--- src/rtl/dmem_arbiter_if.sv ---
// Bus bundle between the two requesters (core LSU, debug loader), the arbiter
// and the shared data-memory/IO port.
interface dmem_arbiter_if;
   // core requester
   logic        c_req_i;
   logic        c_we_i;
   logic [31:0] c_addr_i;
   logic [31:0] c_wdata_i;
   logic [3:0]  c_be_i;
   logic        c_gnt_o;
   logic        c_rvalid_o;
   logic [31:0] c_rdata_o;
   // debug / program-loader requester
   logic        d_req_i;
   logic        d_we_i;
   logic [31:0] d_addr_i;
   logic [31:0] d_wdata_i;
   logic [3:0]  d_be_i;
   logic        d_gnt_o;
   logic        d_rvalid_o;
   logic [31:0] d_rdata_o;
   logic        dbg_lock_i;
   // memory side
   logic        m_req_o;
   logic        m_we_o;
   logic [31:0] m_addr_o;
   logic [31:0] m_wdata_o;
   logic [3:0]  m_be_o;
   logic [31:0] m_rdata_i;
   logic        busy_o;

   modport slave (
      input  c_req_i, c_we_i, c_addr_i, c_wdata_i, c_be_i,
      output c_gnt_o, c_rvalid_o, c_rdata_o,
      input  d_req_i, d_we_i, d_addr_i, d_wdata_i, d_be_i,
      output d_gnt_o, d_rvalid_o, d_rdata_o,
      input  dbg_lock_i,
      output m_req_o, m_we_o, m_addr_o, m_wdata_o, m_be_o,
      input  m_rdata_i,
      output busy_o
   );

   modport master (
      output c_req_i, c_we_i, c_addr_i, c_wdata_i, c_be_i,
      input  c_gnt_o, c_rvalid_o, c_rdata_o,
      output d_req_i, d_we_i, d_addr_i, d_wdata_i, d_be_i,
      input  d_gnt_o, d_rvalid_o, d_rdata_o,
      output dbg_lock_i,
      input  m_req_o, m_we_o, m_addr_o, m_wdata_o, m_be_o,
      output m_rdata_i,
      input  busy_o
   );
endinterface

--- src/rtl/dmem_arbiter.sv ---
// Two-requester arbiter for the data-memory port: core has fixed priority,
// debug is protected from starvation, one transaction outstanding at a time.
module dmem_arbiter #(
   parameter int unsigned MEM_LAT    = 1,
   parameter int unsigned STARVE_MAX = 4
) (
   input  logic          clk_i,
   input  logic          rst_i,
   dmem_arbiter_if.slave bus
);

   localparam int unsigned WAIT_W   = 3;
   localparam int unsigned STARVE_W = 4;
   localparam int unsigned DATA_W   = 32;
   localparam int unsigned BE_W     = 4;

   typedef enum logic {
      IDLE = 1'b0,
      WAIT = 1'b1
   } state_t;

   state_t              state_q, state_d;
   logic [WAIT_W-1:0]   wait_q, wait_d;
   logic [STARVE_W-1:0] starve_q, starve_d;
   logic                owner_q, owner_d;  // 1: debug port owns the transaction
   logic                we_q, we_d;
   logic [DATA_W-1:0]   rdata_q, rdata_d;
   logic                c_rvalid_q, c_rvalid_d;
   logic                d_rvalid_q, d_rvalid_d;

   logic                c_elig, d_elig, pick_d;
   logic                c_gnt_c, d_gnt_c;
   logic                m_req_c, m_we_c;
   logic [DATA_W-1:0]   m_addr_c, m_wdata_c;
   logic [BE_W-1:0]     m_be_c;

   // State and transaction bookkeeping registers
   always_ff @(posedge clk_i or posedge rst_i) begin
      if (rst_i) begin
         state_q    <= IDLE;
         wait_q     <= '0;
         starve_q   <= '0;
         owner_q    <= 1'b0;
         we_q       <= 1'b0;
         rdata_q    <= '0;
         c_rvalid_q <= 1'b0;
         d_rvalid_q <= 1'b0;
      end else begin
         state_q    <= state_d;
         wait_q     <= wait_d;
         starve_q   <= starve_d;
         owner_q    <= owner_d;
         we_q       <= we_d;
         rdata_q    <= rdata_d;
         c_rvalid_q <= c_rvalid_d;
         d_rvalid_q <= d_rvalid_d;
      end
   end

   // Arbitration, grant/command generation and completion
   always_comb begin
      state_d    = state_q;
      wait_d     = wait_q;
      starve_d   = starve_q;
      owner_d    = owner_q;
      we_d       = we_q;
      rdata_d    = rdata_q;
      c_rvalid_d = 1'b0;
      d_rvalid_d = 1'b0;
      c_gnt_c    = 1'b0;
      d_gnt_c    = 1'b0;
      m_req_c    = 1'b0;
      m_we_c     = 1'b0;
      m_addr_c   = '0;
      m_wdata_c  = '0;
      m_be_c     = '0;

      // Grants are combinational, so hold them off while reset is asserted
      c_elig = bus.c_req_i && !bus.dbg_lock_i && !rst_i;
      d_elig = bus.d_req_i && !rst_i;
      pick_d = d_elig && (!c_elig || (starve_q == STARVE_W'(STARVE_MAX)));

      case (state_q)
         IDLE: begin
            if (c_elig || d_elig) begin
               c_gnt_c   = !pick_d;
               d_gnt_c   = pick_d;
               m_req_c   = 1'b1;
               m_we_c    = pick_d ? bus.d_we_i    : bus.c_we_i;
               m_addr_c  = pick_d ? bus.d_addr_i  : bus.c_addr_i;
               m_wdata_c = pick_d ? bus.d_wdata_i : bus.c_wdata_i;
               m_be_c    = pick_d ? bus.d_be_i    : bus.c_be_i;
               owner_d   = pick_d;
               we_d      = m_we_c;
               wait_d    = WAIT_W'(MEM_LAT);
               state_d   = WAIT;
               if (pick_d || !bus.d_req_i) begin
                  starve_d = '0;
               end else if (starve_q != STARVE_W'(STARVE_MAX)) begin
                  starve_d = starve_q + 1'b1;
               end
            end
         end
         WAIT: begin
            wait_d = wait_q - 1'b1;
            if (wait_q == WAIT_W'(1)) begin
               state_d    = IDLE;
               rdata_d    = we_q ? '0 : bus.m_rdata_i;
               c_rvalid_d = !owner_q;
               d_rvalid_d = owner_q;
            end
         end
      endcase
   end

   assign bus.c_gnt_o    = c_gnt_c;
   assign bus.d_gnt_o    = d_gnt_c;
   assign bus.m_req_o    = m_req_c;
   assign bus.m_we_o     = m_we_c;
   assign bus.m_addr_o   = m_addr_c;
   assign bus.m_wdata_o  = m_wdata_c;
   assign bus.m_be_o     = m_be_c;
   assign bus.c_rvalid_o = c_rvalid_q;
   assign bus.d_rvalid_o = d_rvalid_q;
   assign bus.c_rdata_o  = rdata_q;
   assign bus.d_rdata_o  = rdata_q;
   assign bus.busy_o     = (state_q == WAIT);

endmodule

--- src/flat_wrapper.sv ---
// flat-port wrapper written by rule: the top's interface ports become plain ports
module dmem_arbiter_flat 
#(
   parameter int unsigned MEM_LAT    = 1,
   parameter int unsigned STARVE_MAX = 4
)
  (clk_i, rst_i, bus_c_req_i, bus_c_we_i, bus_c_addr_i, bus_c_wdata_i, bus_c_be_i, bus_c_gnt_o, bus_c_rvalid_o, bus_c_rdata_o, bus_d_req_i, bus_d_we_i, bus_d_addr_i, bus_d_wdata_i, bus_d_be_i, bus_d_gnt_o, bus_d_rvalid_o, bus_d_rdata_o, bus_dbg_lock_i, bus_m_req_o, bus_m_we_o, bus_m_addr_o, bus_m_wdata_o, bus_m_be_o, bus_m_rdata_i, bus_busy_o);
  dmem_arbiter_if bus_i ();
  input  logic clk_i;
  input  logic rst_i;
  input wire logic [$bits(bus_i.c_req_i)-1:0] bus_c_req_i;
  input wire logic [$bits(bus_i.c_we_i)-1:0] bus_c_we_i;
  input wire logic [$bits(bus_i.c_addr_i)-1:0] bus_c_addr_i;
  input wire logic [$bits(bus_i.c_wdata_i)-1:0] bus_c_wdata_i;
  input wire logic [$bits(bus_i.c_be_i)-1:0] bus_c_be_i;
  output wire logic [$bits(bus_i.c_gnt_o)-1:0] bus_c_gnt_o;
  output wire logic [$bits(bus_i.c_rvalid_o)-1:0] bus_c_rvalid_o;
  output wire logic [$bits(bus_i.c_rdata_o)-1:0] bus_c_rdata_o;
  input wire logic [$bits(bus_i.d_req_i)-1:0] bus_d_req_i;
  input wire logic [$bits(bus_i.d_we_i)-1:0] bus_d_we_i;
  input wire logic [$bits(bus_i.d_addr_i)-1:0] bus_d_addr_i;
  input wire logic [$bits(bus_i.d_wdata_i)-1:0] bus_d_wdata_i;
  input wire logic [$bits(bus_i.d_be_i)-1:0] bus_d_be_i;
  output wire logic [$bits(bus_i.d_gnt_o)-1:0] bus_d_gnt_o;
  output wire logic [$bits(bus_i.d_rvalid_o)-1:0] bus_d_rvalid_o;
  output wire logic [$bits(bus_i.d_rdata_o)-1:0] bus_d_rdata_o;
  input wire logic [$bits(bus_i.dbg_lock_i)-1:0] bus_dbg_lock_i;
  output wire logic [$bits(bus_i.m_req_o)-1:0] bus_m_req_o;
  output wire logic [$bits(bus_i.m_we_o)-1:0] bus_m_we_o;
  output wire logic [$bits(bus_i.m_addr_o)-1:0] bus_m_addr_o;
  output wire logic [$bits(bus_i.m_wdata_o)-1:0] bus_m_wdata_o;
  output wire logic [$bits(bus_i.m_be_o)-1:0] bus_m_be_o;
  input wire logic [$bits(bus_i.m_rdata_i)-1:0] bus_m_rdata_i;
  output wire logic [$bits(bus_i.busy_o)-1:0] bus_busy_o;
  assign bus_i.c_req_i = bus_c_req_i;
  assign bus_i.c_we_i = bus_c_we_i;
  assign bus_i.c_addr_i = bus_c_addr_i;
  assign bus_i.c_wdata_i = bus_c_wdata_i;
  assign bus_i.c_be_i = bus_c_be_i;
  assign bus_c_gnt_o = bus_i.c_gnt_o;
  assign bus_c_rvalid_o = bus_i.c_rvalid_o;
  assign bus_c_rdata_o = bus_i.c_rdata_o;
  assign bus_i.d_req_i = bus_d_req_i;
  assign bus_i.d_we_i = bus_d_we_i;
  assign bus_i.d_addr_i = bus_d_addr_i;
  assign bus_i.d_wdata_i = bus_d_wdata_i;
  assign bus_i.d_be_i = bus_d_be_i;
  assign bus_d_gnt_o = bus_i.d_gnt_o;
  assign bus_d_rvalid_o = bus_i.d_rvalid_o;
  assign bus_d_rdata_o = bus_i.d_rdata_o;
  assign bus_i.dbg_lock_i = bus_dbg_lock_i;
  assign bus_m_req_o = bus_i.m_req_o;
  assign bus_m_we_o = bus_i.m_we_o;
  assign bus_m_addr_o = bus_i.m_addr_o;
  assign bus_m_wdata_o = bus_i.m_wdata_o;
  assign bus_m_be_o = bus_i.m_be_o;
  assign bus_i.m_rdata_i = bus_m_rdata_i;
  assign bus_busy_o = bus_i.busy_o;
  dmem_arbiter #(.MEM_LAT(MEM_LAT), .STARVE_MAX(STARVE_MAX)) u_core (.clk_i(clk_i), .rst_i(rst_i), .bus(bus_i));
endmodule
--- config.mk ---
export PLATFORM = sky130hd
export DESIGN_NAME = dmem_arbiter_flat
export DESIGN_NICKNAME = d
export VERILOG_FILES = /design/src/rtl/dmem_arbiter_if.sv /design/src/rtl/dmem_arbiter.sv /design/src/flat_wrapper.sv
export SDC_FILE = /design/constraint.sdc
export NUM_CORES = 1
export LEC_CHECK = 0
export CAP_MARGIN = 20
export CORE_AREA = 2 2 122 124
export DETAILED_ROUTE_END_ITERATION = 10
export DIE_AREA = 0 0 124 126
export PLACE_DENSITY = 0.68
export SLEW_MARGIN = 25
export SYNTH_ARGS = -nofsm -noshare
export SYNTH_HDL_FRONTEND = slang
export SYNTH_SLANG_ARGS = --single-unit
--- constraint.sdc ---
create_clock -name clk_i -period 1.9 [get_ports clk_i]
set_clock_uncertainty 0.1 [all_clocks]
set_input_delay 0.19 -clock clk_i [delete_from_list [all_inputs] [get_ports clk_i]]
set_output_delay 0.19 -clock clk_i [all_outputs]
set_load 0.005 [all_outputs]
==> results of run 1 <==
area by class of cell:
cell class | count | share of cell area
clock inverters | 2 | 0.00220
repair buffers | 382 | 0.557
well taps | 184 | 0.0337
multi-input cells | 207 | 0.221
inverters | 9 | 0.00495
clock buffers | 6 | 0.0203
flip-flops and latches | 44 | 0.161
metrics by stage:
| stage | setup WS, ps | setup TNS (ps) | instance area (µm²) | cells |
|---|---|---|---|---|
| after floorplan | -50.0 | -500 | 2870 | 317 |
| after global placement | -684 | -40170 | 6170 | 787 |
| after detailed placement | -745 | -44980 | 6170 | 787 |
| after CTS | -892 | -41390 | 6680 | 821 |
| after global routing | -753 | -47710 | 6830 | 834 |
| final | -697 | -44590 | 6830 | 834 |
sequential cells by signal, indices dropped and copies added (netlist names):
register	count
u_core.wait_q	3
u_core.bus.busy_o	1
u_core.we_q	1
u_core.bus.c_rvalid_o	1
u_core.owner_q	1
u_core.starve_q	4
u_core.bus.d_rvalid_o	1
u_core.bus.c_rdata_o	32
cells by family (layout without fill, tap and decap cells):
kind of cell               after synthesis  in the layout  share of synthesized area
AOI/OAI and AO/OA                      117            118                      0.310
and+or+nand+nor                         84             84                      0.148
buffers and inverters                   67            399                      0.136
DFF                                     44             44                      0.385
adders and majority gates                4              4                     0.0175
xor gates and xnor gates                 1              1                    0.00306
routing by layer:
| metal | track usage | up-vias |
|---|---|---|
| met1 | 0.226 | 1808 |
| met4 | 0.0568 | 4 |
| met2 | 0.334 | 264 |
| li1 | - | 1771 |
| met5 | 0 | - |
| met3 | 0.0466 | 24 |
cell usage in the layout, fill, tap and decap left out, drive strengths merged, types with 4 or more instances in the layout:
cell           instances
buf                  126
clkbuf                20
nand2                 38
clkdlybuf4s50        240
o21ai                 36
a22o                  69
dfrtp                 44
inv                    9
nand2b                34
ha                     4
nor2                   5
path summary, 6_finish.rpt:
| kind | from | to | slack [ps] | cells past startpoint |
|---|---|---|---|---|
| setup / recovery | u_core.starve_q[1] | bus_m_addr_o[11] | -700 | 11 |
| hold / removal | rst_i | u_core.bus.d_rvalid_o | 320 | 3 |
| setup reg to reg | u_core.starve_q[1] | u_core.we_q | -430 | 12 |
| hold reg to reg | u_core.owner_q | u_core.bus.c_rvalid_o | 340 | 1 |
| max in group asynchronous | rst_i | u_core.bus.c_rdata_o[2] | 930 | 4 |
| min in group clk_i | u_core.owner_q | u_core.bus.c_rvalid_o | 340 | 1 |
power breakdown:
group / switching (mW) / total [mW] / internal (mW)
registers: 0.375 / 1.72 / 1.35
logic: 1.39 / 3.78 / 2.39
clock network: 0.350 / 0.872 / 0.522
repair_timing:
action / 4_1_cts / 5_1_grt
cloned: 8 / 4
resized for setup: 302 / 59
endpoints found under the setup margin: 73 / 76
endpoints found under the hold margin: 0 / 0
setup buffers: 18 / 14
pin swaps: 11 / 44
worst max-delay path: stages, from the launching register on:
cell and delay [ps]:
dfrtp_1 370, inv_2 60, ha_4 150, and3b_2 220, buf_4 140, buf_6 110, o21a_4 230, buf_8 130
buf_6 110, buf_6 110, a22o_4 250, buf_6 120
==> run summary, run 1 <==
status: finished, violations left
failing checks: setup timing
H-Tree Depth: 2
clk_lat worst skew: 290 ps
die footprint: 15600 µm²
startpoint types: flip-flop
measured slew at the worst slew-check pin: 855 ps
YS warnings: 0
HP Class: in2async
final wirelength: 15800 µm
EDFF count, synth: 0
die width: 124 µm
Data arrival, critical path: 2310 ps
total CTS buffers: 5
period utilization: 1.37
wl on met1: 5920 µm
CTS Hold Bufs: 0
most area-hungry cell type in the Yosys netlist: dfrtp_1
Die Y: 126 µm
vias in the first global route: 3822
Synth Area per Inst: 9.02 µm²
total clock sinks: 44
GPL Wtd Cong: 0.913
Area contributors post-synth: dfrtp_1 39%, a22o_1 21%, buf_4 8.9%
Area Growth Syn to Fin: 139%
final net count: 828
met2 routed WL: 7920 µm
initial core utilization: 0.200
mapped cell area: 2860 µm²
Crit. End Element: primary output
Overall Global Routing Usage: 0.190
fin. max-slew vios: 0
Worst Path Max Fanout: 4
layout cells sized above 1: 0.263
Overflow after GRT: 0
post-synth cell types: 27
wire per inst: 19.0 µm
Worst Setup Slack, final: -697 ps
top-count cell post-synth: a22o_1
final-report hold violation count: 0
# rows: 44
FF/Latch Area: 1100 µm²
sequential share of the synthesized area: 0.385
Post-synth top flop: dfrtp_1
Bufs on Longest Clock Path: 2
post-layout util: 0.477
FF+latch count, synth: 44
final hold slack: 320 ps
vias per std cell: 4.64
Reg clk slew, reported paths: 60 ps
area share of the largest cell type after synthesis: 0.385
pwr dens: 933 nW/µm²
# DRC: 0
unrepaired setup endpoints after global routing: true
worst endpoint required time: 1610 ps
CTS tree: yes
Slew Limit Headroom: 0.430
root buffer cell: clkbuf_16
Final setup viols: 72
Iter 0 DRT Violations: 160
first-pass GRT wire length: 22100 µm
IO buf count: 313
fillers: 1317
highest routed layer: met5
io pins: 314
hpwl dp: 11900 µm
maxcap violations: 0
Design Power: 6.37 mW
WL met3: 1610 µm
multi-input logic area: 1510 µm²
Pre-Repair DR Iteration Count: 5
Max Clock Freq: 385 MHz
minimum clock period: 2600 ps
maximum vdd drop: 0.000522 V
# diodes: 0
async set-reset flop share out of synthesis: 1.00
Routed Antenna Nets: 0
post-synth net total: 496
cells after synthesis: 317
Core Region: 14300 µm²
Vias: 3871
initial antenna violation count: 2
P_leak: 3.08 nW
largest net degree at the start of global routing: 68
classification of the worst setup path: reg2out
Post-synth top cells: 69 x a22o_1, 44 x dfrtp_1, 38 x nand2_1
Note: power is estimated with default switching activity, not from simulation.
==> run 2: changes to the inputs <==
- PLACE_DENSITY: 0.68 -> 0.66
- clock period: 1.9 -> 3.1 ns (I/O delays scaled with it)
==> run summary, run 2 (synthesized netlist as in run 1, its figures left out) <==
FF/Latch Area: 1100 µm²
Setup WS pre-CTS: 181 ps
Worst Path Max Fanout: 21
clk_lat worst skew: 280 ps
commonest cells after routing, fill and taps aside: 313 x clkdlybuf4s50_1, 68 x a22o_1, 44 x dfrtp_1, 38 x nand2_1, 36 x o21ai_0
Post-Layout Cell Count: 772
# rows: 44
Crit. End Element: primary output
root buffer cell: clkbuf_16
classification of the worst setup path: reg2out
CTS Hold Bufs: 0
startpoint types: flip-flop
fillers: 1387
largest net degree at the start of global routing: 67
initial core utilization: 0.200
Overall Global Routing Usage: 0.183
final net count: 766
Data arrival, critical path: 2620 ps
Die Y: 126 µm
io pins: 314
Design Power: 3.73 mW
Routed Antenna Nets: 0
Worst Setup Slack, final: 65.1 ps
Vias: 3423
Slew Limit Headroom: 0.458
maxcap violations: 0
WHS Path Cells: 1
die footprint: 15600 µm²
post-layout util: 0.432
final wirelength: 14800 µm
CTS tree: yes
Crit path max-delay family: buffers and inverters
Final setup viols: 0
Hold Path End: u_core.bus.c_rvalid_o
final hold slack: 340 ps
status: finished, final reports clean
Core Region: 14300 µm²
Overflow after GRT: 0
# DRC: 0
Bufs on Longest Clock Path: 2
Area Growth Syn to Fin: 116%
Reg clk slew, reported paths: 60 ps
reg-to-reg slack, setup: 1070 ps
Worst Reg2Reg Path Length in Cells: 8
vias per std cell: 4.43
pwr dens: 603 nW/µm²
H-Tree Depth: 2
initial antenna violation count: 3
R2R Path Start: u_core.starve_q[0]
minimum clock period: 3030 ps
Placed Instance Area: 5930 µm²
first-pass GRT wire length: 20900 µm
layout cells sized above 1: 0.0341
fin. max-slew vios: 0
die width: 124 µm
HP Class: reg2reg
critical path's slowest cell: clkdlybuf4s50_1
IO buf count: 313
GPL Wtd Cong: 0.961
commonest non-fill, non-tap cell in the layout: clkdlybuf4s50_1
Largest register FFs: 32
hpwl dp: 12500 µm
Max Clock Freq: 329 MHz
measured slew at the worst slew-check pin: 813 ps
dpl cells: 761
P_leak: 2.47 nW
HP Start: u_core.owner_q
vias in the first global route: 3464
maximum vdd drop: 0.000220 V
worst endpoint required time: 2690 ps
Crit. path cell count: 8
wire per inst: 19.2 µm
Cell Chain, Critical Path: inv_1 -> ha_1 -> and3b_1 -> a2111oi_4 -> buf_4 -> buf_8 -> a22o_1 -> clkdlybuf4s50_1
multi-input logic area: 1380 µm²
final cell area excluding filler cells: 6180 µm²
Pre-Repair DR Iteration Count: 4
period utilization: 0.979
unrepaired setup endpoints after global routing: false
Worst R2R End: u_core.we_q
Iter 0 DRT Violations: 115
total clock sinks: 44
Bufs and invs on worst path: 4
final-report hold violation count: 0
Fin Setup TNS: 0 ps
total CTS buffers: 5
CP max stage delay: 530 ps
[run 2: cell count changes in the layout (fill, tap and decap cells not counted), moves of 4 or more]
| cell | previous run | this run |
|---|---|---|
| buf_6 | 39 | 0 |
| buf_16 | 5 | 1 |
| buf_2 | 50 | 0 |
| a22o_1 | 59 | 68 |
| buf_4 | 19 | 4 |
| buf_8 | 5 | 1 |
| clkbuf_16 | 9 | 5 |
| a22o_4 | 10 | 1 |
| clkdlybuf4s50_1 | 240 | 313 |
| buf_12 | 8 | 2 |
| clkbuf_2 | 10 | 0 |
[run 2: layer usage]
| metal | wire length (µm) | part of all wire | up-vias | global-route usage |
|---|---|---|---|---|
| met5 | 13 | 0.00088 | - | 0 |
| met2 | 7590 | 0.51 | 194 | 0.327 |
| li1 | - | - | 1630 | - |
| met1 | 5340 | 0.36 | 1576 | 0.196 |
| met3 | 1440 | 0.097 | 21 | 0.0639 |
| met4 | 465 | 0.031 | 2 | 0.0654 |
[run 2: what timing repair did]
action	in CTS	in global routing
pin swaps	1	0
setup endpoints to repair	24	27
setup buffers	1	1
resized for setup	1	3
gates cloned	1	0
[run 2: worst max path at each step]
stage,from,to,slack [ps]
after floorplan,u_core.starve_q[0],bus_m_wdata_o[12],930
after global placement,bus_d_req_i,bus_m_addr_o[27],220
after detailed placement,rst_i,bus_m_addr_o[27],180
after CTS,u_core.starve_q[0],bus_m_wdata_o[23],10
after global routing,u_core.starve_q[0],bus_m_addr_o[2],10
final,u_core.starve_q[0],bus_m_wdata_o[29],70
[run 2: layout make-up]
class / instances / share of cell area
multi-input cells: 206 / 0.223
flip-flops and latches: 44 / 0.178
well taps: 184 / 0.0373
clock inverters: 2 / 0.00972
repair buffers: 321 / 0.525
inverters: 9 / 0.00567
diodes: 1 / 0.000405
clock buffers: 5 / 0.0203
[run 2: power breakdown]
group | leakage [nW] | internal (mW) | switching (mW)
Sequential | 0.556 | 0.825 | 0.253
Combinational | 1.82 | 1.27 | 0.705
Clock | 0.0899 | 0.457 | 0.215
Total | 2.47 | 2.55 | 1.17
[run 2: worst reg2reg max path: cells and delay by family, from the launching register on]
family                   cells  cell delay [ps]
adder cells (fa/ha/maj)      1              190
AND/OR/NAND/NOR              1              220
flip-flops                   1              400
AO/OA/AOI/OAI                3              580
buffers and inverters        3              480
==> RTL change: new RTL, flow settings as in run 1 <==
`WAIT_W`: 3 -> 6.
--- a/src/rtl/dmem_arbiter.sv
+++ b/src/rtl/dmem_arbiter.sv
@@ -9,7 +9,7 @@
    dmem_arbiter_if.slave bus
 );
 
-   localparam int unsigned WAIT_W   = 3;
+   localparam int unsigned WAIT_W   = 6;
    localparam int unsigned STARVE_W = 4;
    localparam int unsigned DATA_W   = 32;
    localparam int unsigned BE_W     = 4;
Function: same outputs for any inputs over 10 cycles, from zero or initial values and one cycle with rst_i high; that may be too few to reach the edited logic, so the function may still have changed.
==> RTL change against run 1 <==
  * The flow still finishes with violations (setup timing)
  * Count of clock-buffer cells in the layout up 1
  * Cell area shrank 2.5%
  * Synthesized area rose by 7.5%
  * Sequential power increased by 10%
  * Highest routed layer unchanged
  * Wire length up 0.64%
  * Sequential cell count is 3 higher
  * Largest cell class unchanged
  * Setup slack better by 230 ps
  * Total power shrank 0.10%
==> RTL change: results (changes against run 1) <==
<table>
<tr><th>Metric</th><th>Value</th></tr>
<tr><th colspan="2">Outcome</th></tr>
<tr><td>Result of the run</td><td>finished, violations left</td></tr>
<tr><td>Violations in the final reports</td><td>setup timing</td></tr>
<tr><th colspan="2">Synth</th></tr>
<tr><td>Leading cell types by total area after synthesis</td><td>sky130_fd_sc_hd__dfrtp_1, sky130_fd_sc_hd__a22o_1, sky130_fd_sc_hd__buf_4, sky130_fd_sc_hd__nand2b_1, sky130_fd_sc_hd__nand2_1</td></tr>
<tr><td>Sequential element share of the synthesized area</td><td>38.3% (-0.24 points)</td></tr>
<tr><th colspan="2">Global routing</th></tr>
<tr><td>Antenna violations before repair</td><td>3 (+1)</td></tr>
<tr><td>Via count of the first global-routing pass</td><td>3885 (+1.6%)</td></tr>
<tr><td>Met3 track demand over resource in global routing</td><td>6.39% (+1.7 points)</td></tr>
<tr><th colspan="2">Final layout</th></tr>
<tr><td>Non-clock buffers</td><td>372 (-2.6%)</td></tr>
<tr><td>NumNets Final</td><td>831 (+0.36%)</td></tr>
<tr><td>Proportion of cell area spent on the clock network</td><td>2.07% (-0.19 points)</td></tr>
<tr><td>Layout cells sized above 1</td><td>23.1% (-3.2 points)</td></tr>
<tr><td>Multi-input gate share of the layout cell area</td><td>22.9% (+0.85 points)</td></tr>
<tr><td>Total of clock buffers placed in the layout</td><td>7 (+1)</td></tr>
<tr><td>FILL cells</td><td>1365 (+3.6%)</td></tr>
<tr><th colspan="2">Placed design</th></tr>
<tr><td>Half-perimeter wire length after placement</td><td>12500 um (+5.2%)</td></tr>
<tr><td>Instance area at placement</td><td>0.00635 mm^2 (+3.0%)</td></tr>
<tr><td>Routability congestion estimate</td><td>0.944 (+3.4%)</td></tr>
<tr><th colspan="2">Power</th></tr>
<tr><td>Part of the total power dissipated in combinational logic</td><td>56.9% (-2.4 points)</td></tr>
<tr><td>Worst ir drop on vdd</td><td>0.426 mV (-19%)</td></tr>
<tr><td>Fraction of power consumed by sequential logic</td><td>29.9% (+2.9 points)</td></tr>
<tr><th colspan="2">Routing</th></tr>
<tr><td>DRT iter0 DRCs</td><td>102 (-36%)</td></tr>
<tr><td>Total vias in the final route</td><td>3810 (-1.6%)</td></tr>
<tr><td>Met2 routed wirelength</td><td>8100 um (+2.3%)</td></tr>
<tr><td>Routed wire length on met3</td><td>1630 um (+1.5%)</td></tr>
<tr><th colspan="2">Setup path</th></tr>
<tr><td>Worst-path maximum fanout</td><td>6 (+2)</td></tr>
<tr><td>Largest incremental delay on the critical path</td><td>390 ps (+20 ps)</td></tr>
<tr><th colspan="2">STA</th></tr>
<tr><td>Setup TNS</td><td>-27130 ps (+17460 ps)</td></tr>
<tr><td>Setup-failing EPs final</td><td>72 (unchanged)</td></tr>
<tr><td>Worst Setup Slack, final</td><td>-469 ps (+228 ps)</td></tr>
</table>
## RTL change: final timing paths
check	startpoint	slack (ps)	cells past startpoint	end
min reg2reg	u_core.owner_q$_DFFE_PP0P_	360	1	u_core.bus.c_rvalid_o$_DFF_PP0_
max in group asynchronous	rst_i	1030	3	u_core.starve_q[3]$_DFFE_PP0P_
min in group clk_i	bus_m_rdata_i[8]	350	3	u_core.bus.c_rdata_o[8]$_DFFE_PP0P_
min	rst_i	230	3	u_core.starve_q[2]$_DFFE_PP0P_
max reg2reg	u_core.starve_q[0]$_DFFE_PP0P_	-50	10	u_core.we_q$_DFFE_PP0P_
max	u_core.starve_q[0]$_DFFE_PP0P_	-470	10	bus_m_addr_o[5]
## RTL change: repair_timing
action,CTS,global route
pin swaps,21,27
cloned,6,2
gates resized for setup,314,10
buffers inserted,18,5
endpoints found under the hold margin,0,0
setup endpoints to repair,73,73
